**config.mk**
```make
export PLATFORM = sky130hd
export DESIGN_NAME = uart_byte_receiver
export DESIGN_NICKNAME = d
export VERILOG_FILES = /design/src/rtl/uart_byte_receiver.sv
export SDC_FILE = /design/constraint.sdc
export NUM_CORES = 1
export LEC_CHECK = 0
export BUFFER_PORTS_ARGS = -buffer_cell sky130_fd_sc_hd__buf_2
export CORE_MARGIN = 1.5
export CORE_UTILIZATION = 46
export CTS_BUF_LIST = sky130_fd_sc_hd__clkbuf_16
export CTS_CLUSTER_DIAMETER = 100
export DETAILED_ROUTE_END_ITERATION = 7
export PLACE_DENSITY = 0.68
export SLEW_MARGIN = 20
export SYNTH_ARGS = -nofsm -noshare
export SYNTH_HDL_FRONTEND = slang
export SYNTH_SLANG_ARGS = --single-unit
```
**constraint.sdc**
```tcl
create_clock -name clk -period 3.1 [get_ports clk]
set_clock_uncertainty 0.1 [all_clocks]
set_input_delay 0.31 -clock clk [delete_from_list [all_inputs] [get_ports clk]]
set_output_delay 0.31 -clock clk [all_outputs]
set_load 0.005 [all_outputs]
```
**src/rtl/uart_byte_receiver.sv**
```systemverilog
// uart_byte_receiver
//   8N1 serial receiver (LSB first, no parity, one stop bit) using 16x
//   oversampling with a 7-sample majority vote around the centre of each bit.
//
// Parameters
//   CLK_FREQ  system clock frequency in Hz; all baud divisors derive from it.
//
// Ports
//   clk       system clock, rising edge
//   rst       asynchronous reset, active-high
//   baud_set  rate select: 0=9600, 1=19200, 2=38400, 3=115200
//   rs232_rx  serial line, asynchronous to clk, idle high
//   rx_byte   last received byte, held until the next byte completes
//   rx_done   one-clock pulse when rx_byte is updated
//   frame_err one-clock pulse on a stop-bit vote of 0 (only when
//             UART_RX_FRAME_ERR_EN is defined; the byte is then dropped)
//
// Optional feature macro: UART_RX_FRAME_ERR_EN
module uart_byte_receiver #(
  parameter int CLK_FREQ = 50_000_000
) (
  input  logic       clk,
  input  logic       rst,
  input  logic [1:0] baud_set,
  input  logic       rs232_rx,
  output logic [7:0] rx_byte,
`ifdef UART_RX_FRAME_ERR_EN
  output logic       frame_err,
`endif
  output logic       rx_done
);

  localparam int DIV_9600   = CLK_FREQ / (9600 * 16);
  localparam int DIV_19200  = CLK_FREQ / (19200 * 16);
  localparam int DIV_38400  = CLK_FREQ / (38400 * 16);
  localparam int DIV_115200 = CLK_FREQ / (115200 * 16);
  // The slowest rate has the largest divisor; size the counter for it.
  localparam int CW = (DIV_9600 > 1) ? $clog2(DIV_9600) : 1;

  typedef enum logic {IDLE, RUN} state_t;

  state_t         state_reg, state_next;
  logic           rx_sync1_reg, rx_sync2_reg, rx_prev_reg;
  logic [1:0]     baud_reg;
  logic [CW-1:0]  baud_cnt_reg;
  logic [CW-1:0]  div_m1;
  logic [7:0]     tick_cnt_reg;
  logic [7:0]     cur_idx;
  logic [3:0]     sub_idx;
  logic [3:0]     bit_idx;
  logic [2:0]     vote_sum_reg;
  logic           vote;
  logic [7:0]     shift_reg;
  logic [7:0]     rx_byte_reg;
  logic           rx_done_reg;
  logic           fall;
  logic           tick;
  logic           frame_end;
`ifdef UART_RX_FRAME_ERR_EN
  logic           frame_err_reg;
`endif

  assign fall = rx_prev_reg & ~rx_sync2_reg;

  always_comb begin
    div_m1 = CW'(DIV_9600 - 1);
    case (baud_reg)
      2'd0: div_m1 = CW'(DIV_9600 - 1);
      2'd1: div_m1 = CW'(DIV_19200 - 1);
      2'd2: div_m1 = CW'(DIV_38400 - 1);
      2'd3: div_m1 = CW'(DIV_115200 - 1);
    endcase
  end

  assign tick = (state_reg == RUN) && (baud_cnt_reg == div_m1);

  // tick_cnt_reg counts ticks already seen, so the tick happening now has
  // index tick_cnt_reg+1: tick k then falls k*DIV clocks after the edge.
  assign cur_idx = tick_cnt_reg + 8'd1;
  assign sub_idx = cur_idx[3:0];
  assign bit_idx = cur_idx[7:4];
  // Sum of 7 samples is at least 4 exactly when its MSB is set.
  assign vote    = vote_sum_reg[2];

  always_comb begin
    state_next = state_reg;
    frame_end  = 1'b0;
    case (state_reg)
      IDLE: begin
        if (fall) state_next = RUN;
      end
      RUN: begin
        if (tick && sub_idx == 4'd13) begin
          if (bit_idx == 4'd0 && vote) begin
            state_next = IDLE;            // glitch: start bit read high
          end else if (bit_idx == 4'd9) begin
            state_next = IDLE;            // early re-arm for back-to-back
            frame_end  = 1'b1;
          end
        end
      end
      default: state_next = IDLE;
    endcase
  end

  always_ff @(posedge clk or posedge rst) begin
    if (rst) state_reg <= IDLE;
    else     state_reg <= state_next;
  end

  always_ff @(posedge clk or posedge rst) begin
    if (rst) begin
      rx_sync1_reg  <= 1'b1;
      rx_sync2_reg  <= 1'b1;
      rx_prev_reg   <= 1'b1;
      baud_reg      <= 2'd0;
      baud_cnt_reg  <= '0;
      tick_cnt_reg  <= 8'd0;
      vote_sum_reg  <= 3'd0;
      shift_reg     <= 8'd0;
      rx_byte_reg   <= 8'd0;
      rx_done_reg   <= 1'b0;
`ifdef UART_RX_FRAME_ERR_EN
      frame_err_reg <= 1'b0;
`endif
    end else begin
      rx_sync1_reg  <= rs232_rx;
      rx_sync2_reg  <= rx_sync1_reg;
      rx_prev_reg   <= rx_sync2_reg;
      rx_done_reg   <= 1'b0;
`ifdef UART_RX_FRAME_ERR_EN
      frame_err_reg <= 1'b0;
`endif
      if (state_reg == IDLE) begin
        baud_cnt_reg <= '0;
        tick_cnt_reg <= 8'd0;
        vote_sum_reg <= 3'd0;
        if (fall) baud_reg <= baud_set;   // rate frozen for the whole frame
      end else if (tick) begin
        baud_cnt_reg <= '0;
        tick_cnt_reg <= cur_idx;
        if (sub_idx >= 4'd6 && sub_idx <= 4'd12) begin
          vote_sum_reg <= vote_sum_reg + {2'b00, rx_sync2_reg};
        end else if (sub_idx == 4'd13) begin
          vote_sum_reg <= 3'd0;
          if (bit_idx >= 4'd1 && bit_idx <= 4'd8) begin
            shift_reg <= {vote, shift_reg[7:1]};   // LSB arrives first
          end
        end
      end else begin
        baud_cnt_reg <= baud_cnt_reg + 1'b1;
      end

      if (frame_end) begin
`ifdef UART_RX_FRAME_ERR_EN
        if (vote) begin
          rx_byte_reg <= shift_reg;
          rx_done_reg <= 1'b1;
        end else begin
          frame_err_reg <= 1'b1;
        end
`else
        rx_byte_reg <= shift_reg;
        rx_done_reg <= 1'b1;
`endif
      end
    end
  end

  assign rx_byte = rx_byte_reg;
  assign rx_done = rx_done_reg;
`ifdef UART_RX_FRAME_ERR_EN
  assign frame_err = frame_err_reg;
`endif

endmodule

```
# [Word-level counts from Yosys, hierarchy flattened]
# Index checks and enable logic that the tools add are counted.
[totals] ff_bits=43
[op_classes] n_mux=19 n_reduce_logical=10 n_addsub=3 n_bitwise=4 magnitude_cmp=4 n_eq_ne=8
[op_table] operator="case mux 9 bit (4 select lines)" count=1
[op_table] operator="2-to-1 mux 9 bit" count=2
[op_table] operator="2-to-1 mux 8 bit" count=2
[op_table] operator="2-to-1 mux 3 bit" count=4
[op_table] operator="adder 9 x 1 -> 9 bit, second input constant" count=1
[op_table] operator="equality test 9 bit" count=1
[op_table] operator="2-to-1 mux 1 bit" count=9
[op_table] operator="adder 8 x 1 -> 8 bit, second input constant" count=1
[op_table] operator="equality test 4 bit, second input constant" count=2
[op_table] operator="<= comparator 4 bit, second input constant" count=2
[op_table] operator="logical AND 1 bit" count=5
[op_table] operator="AND reduction 5 bit" count=1
[op_table] operator="equality test 2 bit, second input constant" count=2
[op_table] operator="greater-or-equal comparator 4 x 1 -> 1 bit, second input constant" count=1
[op_table] operator="greater-or-equal comparator 4 x 3 -> 1 bit, second input constant" count=1
[op_table] operator="logical NOT 4 bit" count=1
[op_table] operator="AND reduction 2 bit" count=2
[op_table] operator="adder 3 x 1 -> 3 bit" count=1
[op_table] operator="inequality test 3 x 1 -> 1 bit, second input constant" count=1
[op_table] operator="NOT 1 bit" count=3
[op_table] operator="equality test 2 x 1 -> 1 bit, second input constant" count=1
[op_table] operator="logical NOT 2 bit" count=1
[op_table] operator="inequality test 2 x 1 -> 1 bit, second input constant" count=1
[op_table] operator="case mux 1 bit (2 select lines)" count=1
[op_table] operator="bitwise AND 1 bit" count=1

# [Logic depth before layout (Yosys ltp)]
# Gate-level depths: netlist of the first run.
[depth] ltp_word=8 depth_mapped=8

# [Least setup slack after synthesis of the first run]
# Ideal clock, no wire load.
[synth_path] path_kind="reg-to-reg" startpoint="register tick_cnt_reg[0]" endpoint="register vote_sum_reg[0]" setup_ns=0.124 stages_incl_launch_ff=9 required_time_ns=2.876 setup_slack_ns=0.838 synth_period_minus_slack_ns=2.262 path_buffers=1 t_arrival_ns=2.038 cell_sequence="dfrtp_1 buf_2 inv_1 ha_1 nand2b_1 a221o_1 o211a_1 and3_1 o31a_1"
[synth_via] elab_chain_cells=6
[synth_rtl] item="start, declared" line_no="47" source="logic [7:0] tick_cnt_reg;"
[synth_rtl] item="start signal, assigned" line_no="141" source="tick_cnt_reg <= cur_idx;"
[synth_rtl] item="adder 8 x 1 -> 8 bit (*)" line_no="79" source="assign cur_idx = tick_cnt_reg + 8'd1;"
[synth_rtl] item="greater-or-equal comparator 4 x 3 -> 1 bit or <= comparator 4 bit (tied branches)" line_no="142" source="if (sub_idx >= 4'd6 && sub_idx <= 4'd12) begin"
[synth_rtl] item="logical AND 1 bit" line_no="142"
[synth_rtl] item="2-to-1 mux 3 bit" line_no="142"
[synth_rtl] item="2-to-1 mux 3 bit" line_no="139" source="end else if (tick) begin"
[synth_rtl] item="2-to-1 mux 3 bit" line_no="134" source="if (state_reg == IDLE) begin"
[synth_rtl] item="end signal, assigned" line_no="143" source="vote_sum_reg <= vote_sum_reg + {2'b00, rx_sync2_reg};"
[synth_rtl] item="end, declared" line_no="51" source="logic [2:0] vote_sum_reg;"
# Every way passes the cells marked *; elsewhere a longest branch is shown, timed or not. The select of a mux whose other input is x is not followed.
# A chain may end at the register's enable or synchronous reset.

# [Final worst setup path of the first run]
[layout_path] startpoint="register tick_cnt_reg[1]" endpoint="register shift_reg[2]"
[layout_via] elab_chain_cells=5
[layout_rtl] item="adder 8 x 1 -> 8 bit (*)" line_no="79"
[layout_rtl] item="greater-or-equal comparator 4 x 3 -> 1 bit or <= comparator 4 bit (tied branches)" line_no="142"
[layout_rtl] item="logical AND 1 bit" line_no="142"
[layout_rtl] item="NOT 1 bit (no source line)"
[layout_rtl] item="AND reduction 5 bit (no source line) (*)"
[layout_rtl] item="end signal, assigned" line_no="147" source="shift_reg <= {vote, shift_reg[7:1]};"
[layout_rtl] item="end, declared" line_no="53" source="logic [7:0] shift_reg;"
# Every way passes the cells marked *; elsewhere a longest branch is shown, timed or not.

==> results.cfg, run 1 <==
[status]
outcome = finished, final reports clean

[timing]
fin_crit_sh_pct = 86.2
max_freq_ghz = 0.374
grt_setup_unrepaired = false
final_hold_viol_count = 0
worst_slack_ps = 427
finalMaxSlewViolations = 0
worst_pin_slew_ps = 775
setup_tns_ps = 0
setup_viol = 0
hold_slack_ps = 22.1
maxSlewHeadroom_pct = 48.0
min_period_ps = 2670

[worst_setup_path]
r2r-start = tick_cnt_reg[1]$_DFFE_PP0P_
arrival_ps = 2740
rr_worst_depth = 6
required_ps = 3170
worst-setup-path-type = reg2reg
r2r_slack_ps = 430
setup.worst_path.start_class = flip-flop
end_kind = flip-flop
cp_max_fo = 15
r2r-end = shift_reg[2]$_DFFE_PP0P_

[clock_tree]
h-tree-depth = 2
clk_latency_ps = 280
cts_inserted_buffers = 5
root_buffer = clkbuf_16
tritoncts = done
cts_resized = 0
post_cts_buffers = 0
numClockSinks = 43
path_clk_slew_ps = 60
cts_buffer_depth = 2

[yosys]
synth-warning-count = 0
yosysTopAreaCell = dfrtp_1
avgSynthCellArea_sq_um = 10.5
ys_ff_latch = 43
synth_edf_count = 0
synth_top_area_share_pct = 42.4
yosysMostFrequentCell = dfrtp_1
synth_nets = 236
synthFlopType = dfrtp_1
yosys-top-cells-area = dfrtp_1 (42%), mux2_2 (8.6%), dfstp_2 (3.3%)
synth_async_sr_flop_share_pct = 100
synth_cell_type_count = 52
ys_seq_area_share_pct = 45.7
syn-instance-count = 225
ys_top_cells_by_count = dfrtp_1 (40), mux2_2 (18), nand2_1 (16), nor2_1 (14), a21oi_1 (12)
syn_area_sq_um = 2360

[drt]
dr_total_vias = 1744
drt_iter0_drc = 137
wl_per_cell_um = 14.6
wirelength_mm = 4.47
vias_per_cell = 5.70
drc = 0
first_pass_iters = 5
ant_nets = 0

[worst_hold_path]
hold_end = rx_sync1_reg$_DFF_PP1_
hold_class = in2reg
worstHoldPathCells = 1
hp-start = rs232_rx

[power]
p_sw_share_pct = 27.3
p_comb_share_pct = 14.1
p_clk_share_pct = 39.2
leakage_nw = 1.16
power_mw = 1.53
power_frac_seq_pct = 46.7
intPower_mw = 1.11
power_density_nw_per_um2 = 577
peakVddDrop_uv = 319
switchingPower_mw = 0.419

[job]
cap_violations = 0

[floorplan]
die_area_sq_um = 5570
io_pins = 14
die_w_um = 74.6
dieHeight_um = 74.6
start_util_pct = 48.7
core_region_area_sq_um = 4850
rows = 25

[global_route]
antenna_found_initial = 0
grt_max_degree = 23
grt_pass1_vias = 1650
grt.overflow.total = 0
grt_pass1_wl_mm = 7.94
grtUsageTotal_pct = 18.3

[placed_design]
preCtsSetupSlack_ps = 426
io_buffers = 13
gp_congestion = 0.900
dpl.hpwl_mm = 3.16

[finish]
largest_reg_flops = 9
drive_gt1_share_pct = 23.0
antenna_cells = 0
areaGrowthSynthToFinish_pct = 12.4
num-fill-cells = 423
utilization_pct = 54.7
nets = 249
## layout by cell type (no fill, tap or decap), types with 4 or more instances in the layout
cell type	netlist	final
clkbuf_16	0	5
inv_1	9	8
mux2_2	18	18
or3_1	4	4
ha_1	6	6
xnor2_1	8	8
nor4_1	5	5
dfrtp_1	40	40
nand3_1	9	9
nor2_1	14	14
nand2_1	16	16
and3_1	8	8
nor2b_1	4	4
a21oi_1	12	12
and2_1	4	4
buf_2	3	13
o21ai_0	6	6
## cell families after synthesis
group | after synthesis | synth area share [%]
fa+ha+maj | 6 | 3.18
simple gates | 82 | 20.1
xor+xnor | 11 | 4.08
mux | 18 | 8.58
buf+inv | 20 | 3.97
flops | 43 | 45.7
compound gates | 45 | 14.4
## layout make-up
cell class	count	area (sq um)	area share [%]
Multi-Input combinational cell	162	1190	44.7
Sequential cell	43	1080	40.7
Clock buffer	5	125	4.71
Timing Repair Buffer	17	97.6	3.68
Tap cell	67	83.8	3.16
Clock inverter	3	46.3	1.74
Inverter	9	33.8	1.27
## per-layer routing
layer  wire [um]  track usage, %
met1        2200            27.6
met2        2110            27.3
met3         129            3.61
met4          32            4.24
met5           0               0
## how the worst max path moves through the flow
stage / startpoint / endpoint / slack, ps
floorplan: tick_cnt_reg[0]$_DFFE_PP0P_ / vote_sum_reg[0]$_DFFE_PP0P_ / 840
global placement: tick_cnt_reg[1]$_DFFE_PP0P_ / shift_reg[4]$_DFFE_PP0P_ / 480
detailed placement: tick_cnt_reg[1]$_DFFE_PP0P_ / shift_reg[2]$_DFFE_PP0P_ / 430
CTS: tick_cnt_reg[1]$_DFFE_PP0P_ / shift_reg[0]$_DFFE_PP0P_ / 400
global route: tick_cnt_reg[1]$_DFFE_PP0P_ / rx_byte[0]$_DFFE_PP0P_ / 170
finish: tick_cnt_reg[1]$_DFFE_PP0P_ / shift_reg[2]$_DFFE_PP0P_ / 430
## per-stage QoR
step,instance area [sq um],instances
floorplan,2360,225
global placement,2470,297
detailed placement,2470,297
CTS,2650,306
global route,2650,306
finish,2650,306
## worst max-delay path, stage by stage (launching register included)
cell	delay, ps
dfrtp_1	490
ha_1	490
and3_1	280
nor4_1	80
o31a_1	320
o2111ai_2	400
mux2_2	390
## power groups by stage
stage	Clock (mW)	Sequential, mW	Combinational (mW)
6_report	0.600	0.716	0.216
5_1_grt	0.635	0.729	0.250
4_1_cts	0.613	0.714	0.218
3_5_place_dp	0	0.725	0.216
3_3_place_gp	0	0.725	0.210
2_1_floorplan	0	0.691	0.205
## repair_timing
item,CTS,global route
hold buffers,1,0
setup endpoints to repair,0,0
endpoints found under the hold margin,20,0
Power figures use the tool's default switching activity.
==> run 2, diff against run 1 <==
Settings changed: CORE_UTILIZATION 46 to 47, HOLD_SLACK_MARGIN set to 0.05, PLACE_DENSITY 0.68 to 0.69.
==> run 2 against run 1 <==
Net effect:
- critical path depth unchanged
- die area decreased by 2.0%
- register-to-register slack worse by 90 ps
- clock power is 12% higher
- cell area increased by 0.52%
- fmax decreased by 3.4%
- non-clock buffer count fell by 1
- first-iteration DRC count decreased by 33%
- largest cell class unchanged
- via count is 1.2% lower
- flip-flop and latch count unchanged
==> results.cfg, run 2 (synthesized netlist as in run 1, its figures left out) <==
[clock_tree]
ctsHoldBuffers = 1
path_clk_slew_ps = 60
post_cts_buffers = 0
tritoncts = done
h-tree-depth = 2
root_buffer = clkbuf_16
numClockSinks = 43
cts_inserted_buffers = 5
cts_resized = 0
cts_buffer_depth = 2
clk_latency_ps = 280

[floorplan]
start_util_pct = 49.3
die_w_um = 73.9
die_area_sq_um = 5460
dieHeight_um = 73.9
core_region_area_sq_um = 4790
rows = 25
io_pins = 14

[drt]
dr_total_vias = 1723
first_pass_iters = 4
drt_iter0_drc = 92
wl_per_cell_um = 15.4
drc = 0
wirelength_mm = 4.69
vias_per_cell = 5.65
ant_nets = 0

[worst_setup_path]
setup.worst_path.start_class = flip-flop
cp_max_fo = 15
r2r_slack_ps = 330
arrival_ps = 2830
required_ps = 3160
end_kind = flip-flop
worst-setup-path-type = reg2reg

[power]
peakVddDrop_uv = 388
power_density_nw_per_um2 = 600
p_comb_share_pct = 12.8
switchingPower_mw = 0.412
intPower_mw = 1.19
leakage_nw = 1.16
p_sw_share_pct = 25.7
power_frac_seq_pct = 45.0
p_clk_share_pct = 42.1

[finish]
nets = 248
layout_common_cells = dfrtp_1 (40), mux2_2 (18), nand2_1 (16)
antenna_cells = 0
largest_reg_flops = 9
final_common_cell = dfrtp_1
final_cell_area_sq_um = 2670
drive_gt1_share_pct = 23.1
areaGrowthSynthToFinish_pct = 13.0

[timing]
max_freq_ghz = 0.361
worst_pin_slew_ps = 633
finalMaxSlewViolations = 0
setup_viol = 0
min_period_ps = 2770
final_hold_viol_count = 0
fin_crit_sh_pct = 89.3
grt_setup_unrepaired = false
setup_tns_ps = 0
maxSlewHeadroom_pct = 57.7

[placed_design]
gp_congestion = 0.882
io_buffers = 13
dpl.hpwl_mm = 3.18
place_area_sq_um = 2460

[global_route]
grt_pass1_wl_mm = 7.92
grt_max_degree = 31
grt.overflow.total = 0
grt_pass1_vias = 1678
antenna_found_initial = 0
grtUsageTotal_pct = 19.3

[job]
cap_violations = 0

[status]
outcome = finished, final reports clean

[worst_hold_path]
hold_class = in2async
-- run 2: worst paths after layout --
| check | start | endpoint | cells past startpoint |
|---|---|---|---|
| max in group asynchronous | rst | baud_cnt_reg[2]$_DFF_PP0_ | 3 |
| setup reg to reg | tick_cnt_reg[0]$_DFFE_PP0P_ | rx_byte[7]$_DFFE_PP0P_ | 6 |
| hold / removal | rst | rx_done$_DFF_PP0_ | 2 |
| hold reg to reg | rx_sync1_reg$_DFF_PP1_ | rx_sync2_reg$_DFF_PP1_ | 0 |
| setup / recovery | tick_cnt_reg[0]$_DFFE_PP0P_ | rx_byte[7]$_DFFE_PP0P_ | 6 |
| min in group clk | baud_set[0] | baud_reg[0]$_DFFE_PP0P_ | 2 |
-- run 2: layer usage --
layer / up-vias / GRT usage, % / wire length (um)
met5: - / 0 / 0
met4: 0 / 5.97 / 19
met1: 834 / 26.0 / 2170
met2: 35 / 30.9 / 2310
met3: 2 / 4.25 / 197
li1: 852 / - / -
-- run 2: area by class of cell --
type / instances / area, sq um
clock buffer: 5 / 125
clock inverter: 3 / 67.6
fill: 403 / 2120
inverter: 9 / 33.8
multi-input combinational: 162 / 1190
sequential: 43 / 1080
tap: 67 / 83.8
timing repair buffer: 16 / 90.1
-- run 2: critical path, stage by stage (launching register included) --
cell and delay [ps]:
dfrtp_1 520, ha_1 500, nand3_1 240, xnor2_1 200, o31ai_1 160, nor4_4 500
mux2_2 410
-- run 2: power groups by stage --
stage	combinational [mW]	sequential [mW]	clock [mW]
final	0.205	0.721	0.674
after global routing	0.240	0.732	0.704
after CTS	0.208	0.721	0.685
after detailed placement	0.202	0.731	0
after global placement	0.200	0.727	0
after floorplan	0.205	0.691	0
-- run 2: through the flow --
stage          setup WS (ps)  instances  hold WS, ps  util [%]  power [mW]
3_5_place_dp             376        296          249      51.5       0.933
2_1_floorplan            838        225          214         -       0.896
6_report                 333        305         8.95      55.7        1.60
3_3_place_gp             439        296          247      51.5       0.927
4_1_cts                  326        305         81.3      55.7        1.61
5_1_grt                  114        305         78.5      55.7        1.68
==> run 3, diff against run 2 <==
Settings changed: BUFFER_PORTS_ARGS -buffer_cell sky130_fd_sc_hd__buf_2 to unset, DONT_BUFFER_PORTS set to 1, PLACE_DENSITY 0.69 to 0.67.
==> run 3 against run 2 <==
Net effect:
- non-clock buffer count fell by 12
- sequential power barely moved
- critical path depth stayed put
- sequential share of layout area up 1.2 points
- critical path type unchanged
- critical endpoint unchanged
==> results.cfg, run 3 (synthesized netlist as in run 1, its figures left out) <==
[status]
outcome = finished, final reports clean

[finish]
final_common_cell = dfrtp_1
nets = 236
drive_gt1_share_pct = 18.1
largest_reg_flops = 9
areaGrowthSynthToFinish_pct = 9.75
utilization_pct = 54.1
layout_common_cells = dfrtp_1 (40), mux2_2 (18), nand2_1 (16)
antenna_cells = 0

[worst_setup_path]
cp_cell_sequence = ha_1, inv_1, nor4_1, o31ai_1, nor4_4, mux2_2
setup.worst_path.start_class = flip-flop
cpLargestDelayFamily = simple AND/OR/NAND/NOR gates
required_ps = 3170
cpPeakStageDelay_ps = 540
cp_max_fo = 15
worst-setup-path-type = reg2reg
crit_buf_inv = 1
arrival_ps = 2890
end_kind = flip-flop
crit_slowest_cell = dfrtp_1

[power]
switchingPower_mw = 0.421
power_mw = 1.53
power_density_nw_per_um2 = 590
power_frac_seq_pct = 47.2
peakVddDrop_uv = 327
intPower_mw = 1.11
leakage_nw = 1.09
p_clk_share_pct = 39.7
p_comb_share_pct = 13.1
p_sw_share_pct = 27.5

[floorplan]
dieHeight_um = 73.9
start_util_pct = 49.3
core_region_area_sq_um = 4790
io_pins = 14
die_area_sq_um = 5460
die_w_um = 73.9
rows = 25

[timing]
fin_crit_sh_pct = 91.0
final_hold_viol_count = 0
grt_setup_unrepaired = false
setup_tns_ps = 0
max_freq_ghz = 0.355
finalMaxSlewViolations = 0
min_period_ps = 2820
setup_viol = 0
worst_pin_slew_ps = 732
maxSlewHeadroom_pct = 50.9
hold_slack_ps = 71.9

[drt]
first_pass_iters = 4
ant_nets = 0
dr_total_vias = 1694
drt_iter0_drc = 201
vias_per_cell = 5.78
wl_per_cell_um = 15.3
wirelength_mm = 4.48
drc = 0

[job]
cap_violations = 0

[global_route]
grtUsageMet2_pct = 27.4
grt_pass1_vias = 1579
use_met3_pct = 4.25
grt_busiest_layer = met2
grt_max_degree = 24
grt.overflow.total = 0
antenna_found_initial = 0
grtUsageMet1_pct = 26.6
grtUsageTotal_pct = 18.4
grt_pass1_wl_mm = 7.65

[placed_design]
dpl.hpwl_mm = 3.04
io_buffers = 0
gp_congestion = 0.848

[worst_hold_path]
hold_class = in2reg

[clock_tree]
h-tree-depth = 2
path_clk_slew_ps = 60
numClockSinks = 43
root_buffer = clkbuf_16
cts_buffer_depth = 2
clk_latency_ps = 290
cts_inserted_buffers = 5
tritoncts = done
[run 3: changes by cell type in the layout (fill, tap and decap cells not counted), sizes merged]
cell / before / now
bufinv: 2 / 1
clkinv: 0 / 1
dlygate4sd3: 1 / 2
buf: 15 / 2
[run 3: path summary, 6_finish.rpt]
check                                             from  depth (start not counted)  slack [ps]                       to
min in group asynchronous                          rst                          2         410   rx_byte[0]$_DFFE_PP0P_
max in group asynchronous                          rst                          3        1750    rx_prev_reg$_DFF_PP1_
min                                        baud_set[1]                          1          70  baud_reg[1]$_DFFE_PP0P_
min reg2reg                     rx_sync1_reg$_DFF_PP1_                          0         260   rx_sync2_reg$_DFF_PP1_
max reg2reg                tick_cnt_reg[0]$_DFFE_PP0P_                          6         280   rx_byte[7]$_DFFE_PP0P_
max                        tick_cnt_reg[0]$_DFFE_PP0P_                          6         280   rx_byte[7]$_DFFE_PP0P_
[run 3: what timing repair did]
action	CTS	global route
setup buffers	0	0
hold buffers	2	0
endpoints found under the hold margin	21	0
resized for setup	0	0
[run 3: routing by layer]
layer	vias to the layer above	wire, um
met3	5	127
met5	-	0
met1	842	2200
met4	0	40
met2	20	2110
li1	827	-
[run 3: cell type report]
class	count	area (sq um)
clock inverter	3	46.3
timing repair buffer	4	35.0
sequential	43	1080
multi-input combinational	162	1190
tap	67	83.8
clock buffer	5	125
inverter	9	33.8
fill	410	2190
[run 3: power by group through the flow]
| stage | Sequential, mW | Combinational [mW] | Clock, mW |
|---|---|---|---|
| 2_1_floorplan | 0.691 | 0.205 | 0 |
| 3_3_place_gp | 0.727 | 0.194 | 0 |
| 3_5_place_dp | 0.728 | 0.201 | 0 |
| 4_1_cts | 0.722 | 0.202 | 0.619 |
| 5_1_grt | 0.736 | 0.228 | 0.642 |
| 6_report | 0.722 | 0.200 | 0.608 |
[run 3: per-stage QoR]
| stage | worst slack (ps) | instance area, sq um | std cells |
|---|---|---|---|
| floorplan | 838 | 2360 | 225 |
| global placement | 417 | 2400 | 283 |
| detailed placement | 344 | 2400 | 283 |
| CTS | 324 | 2590 | 293 |
| global route | 114 | 2590 | 293 |
| finish | 280 | 2590 | 293 |
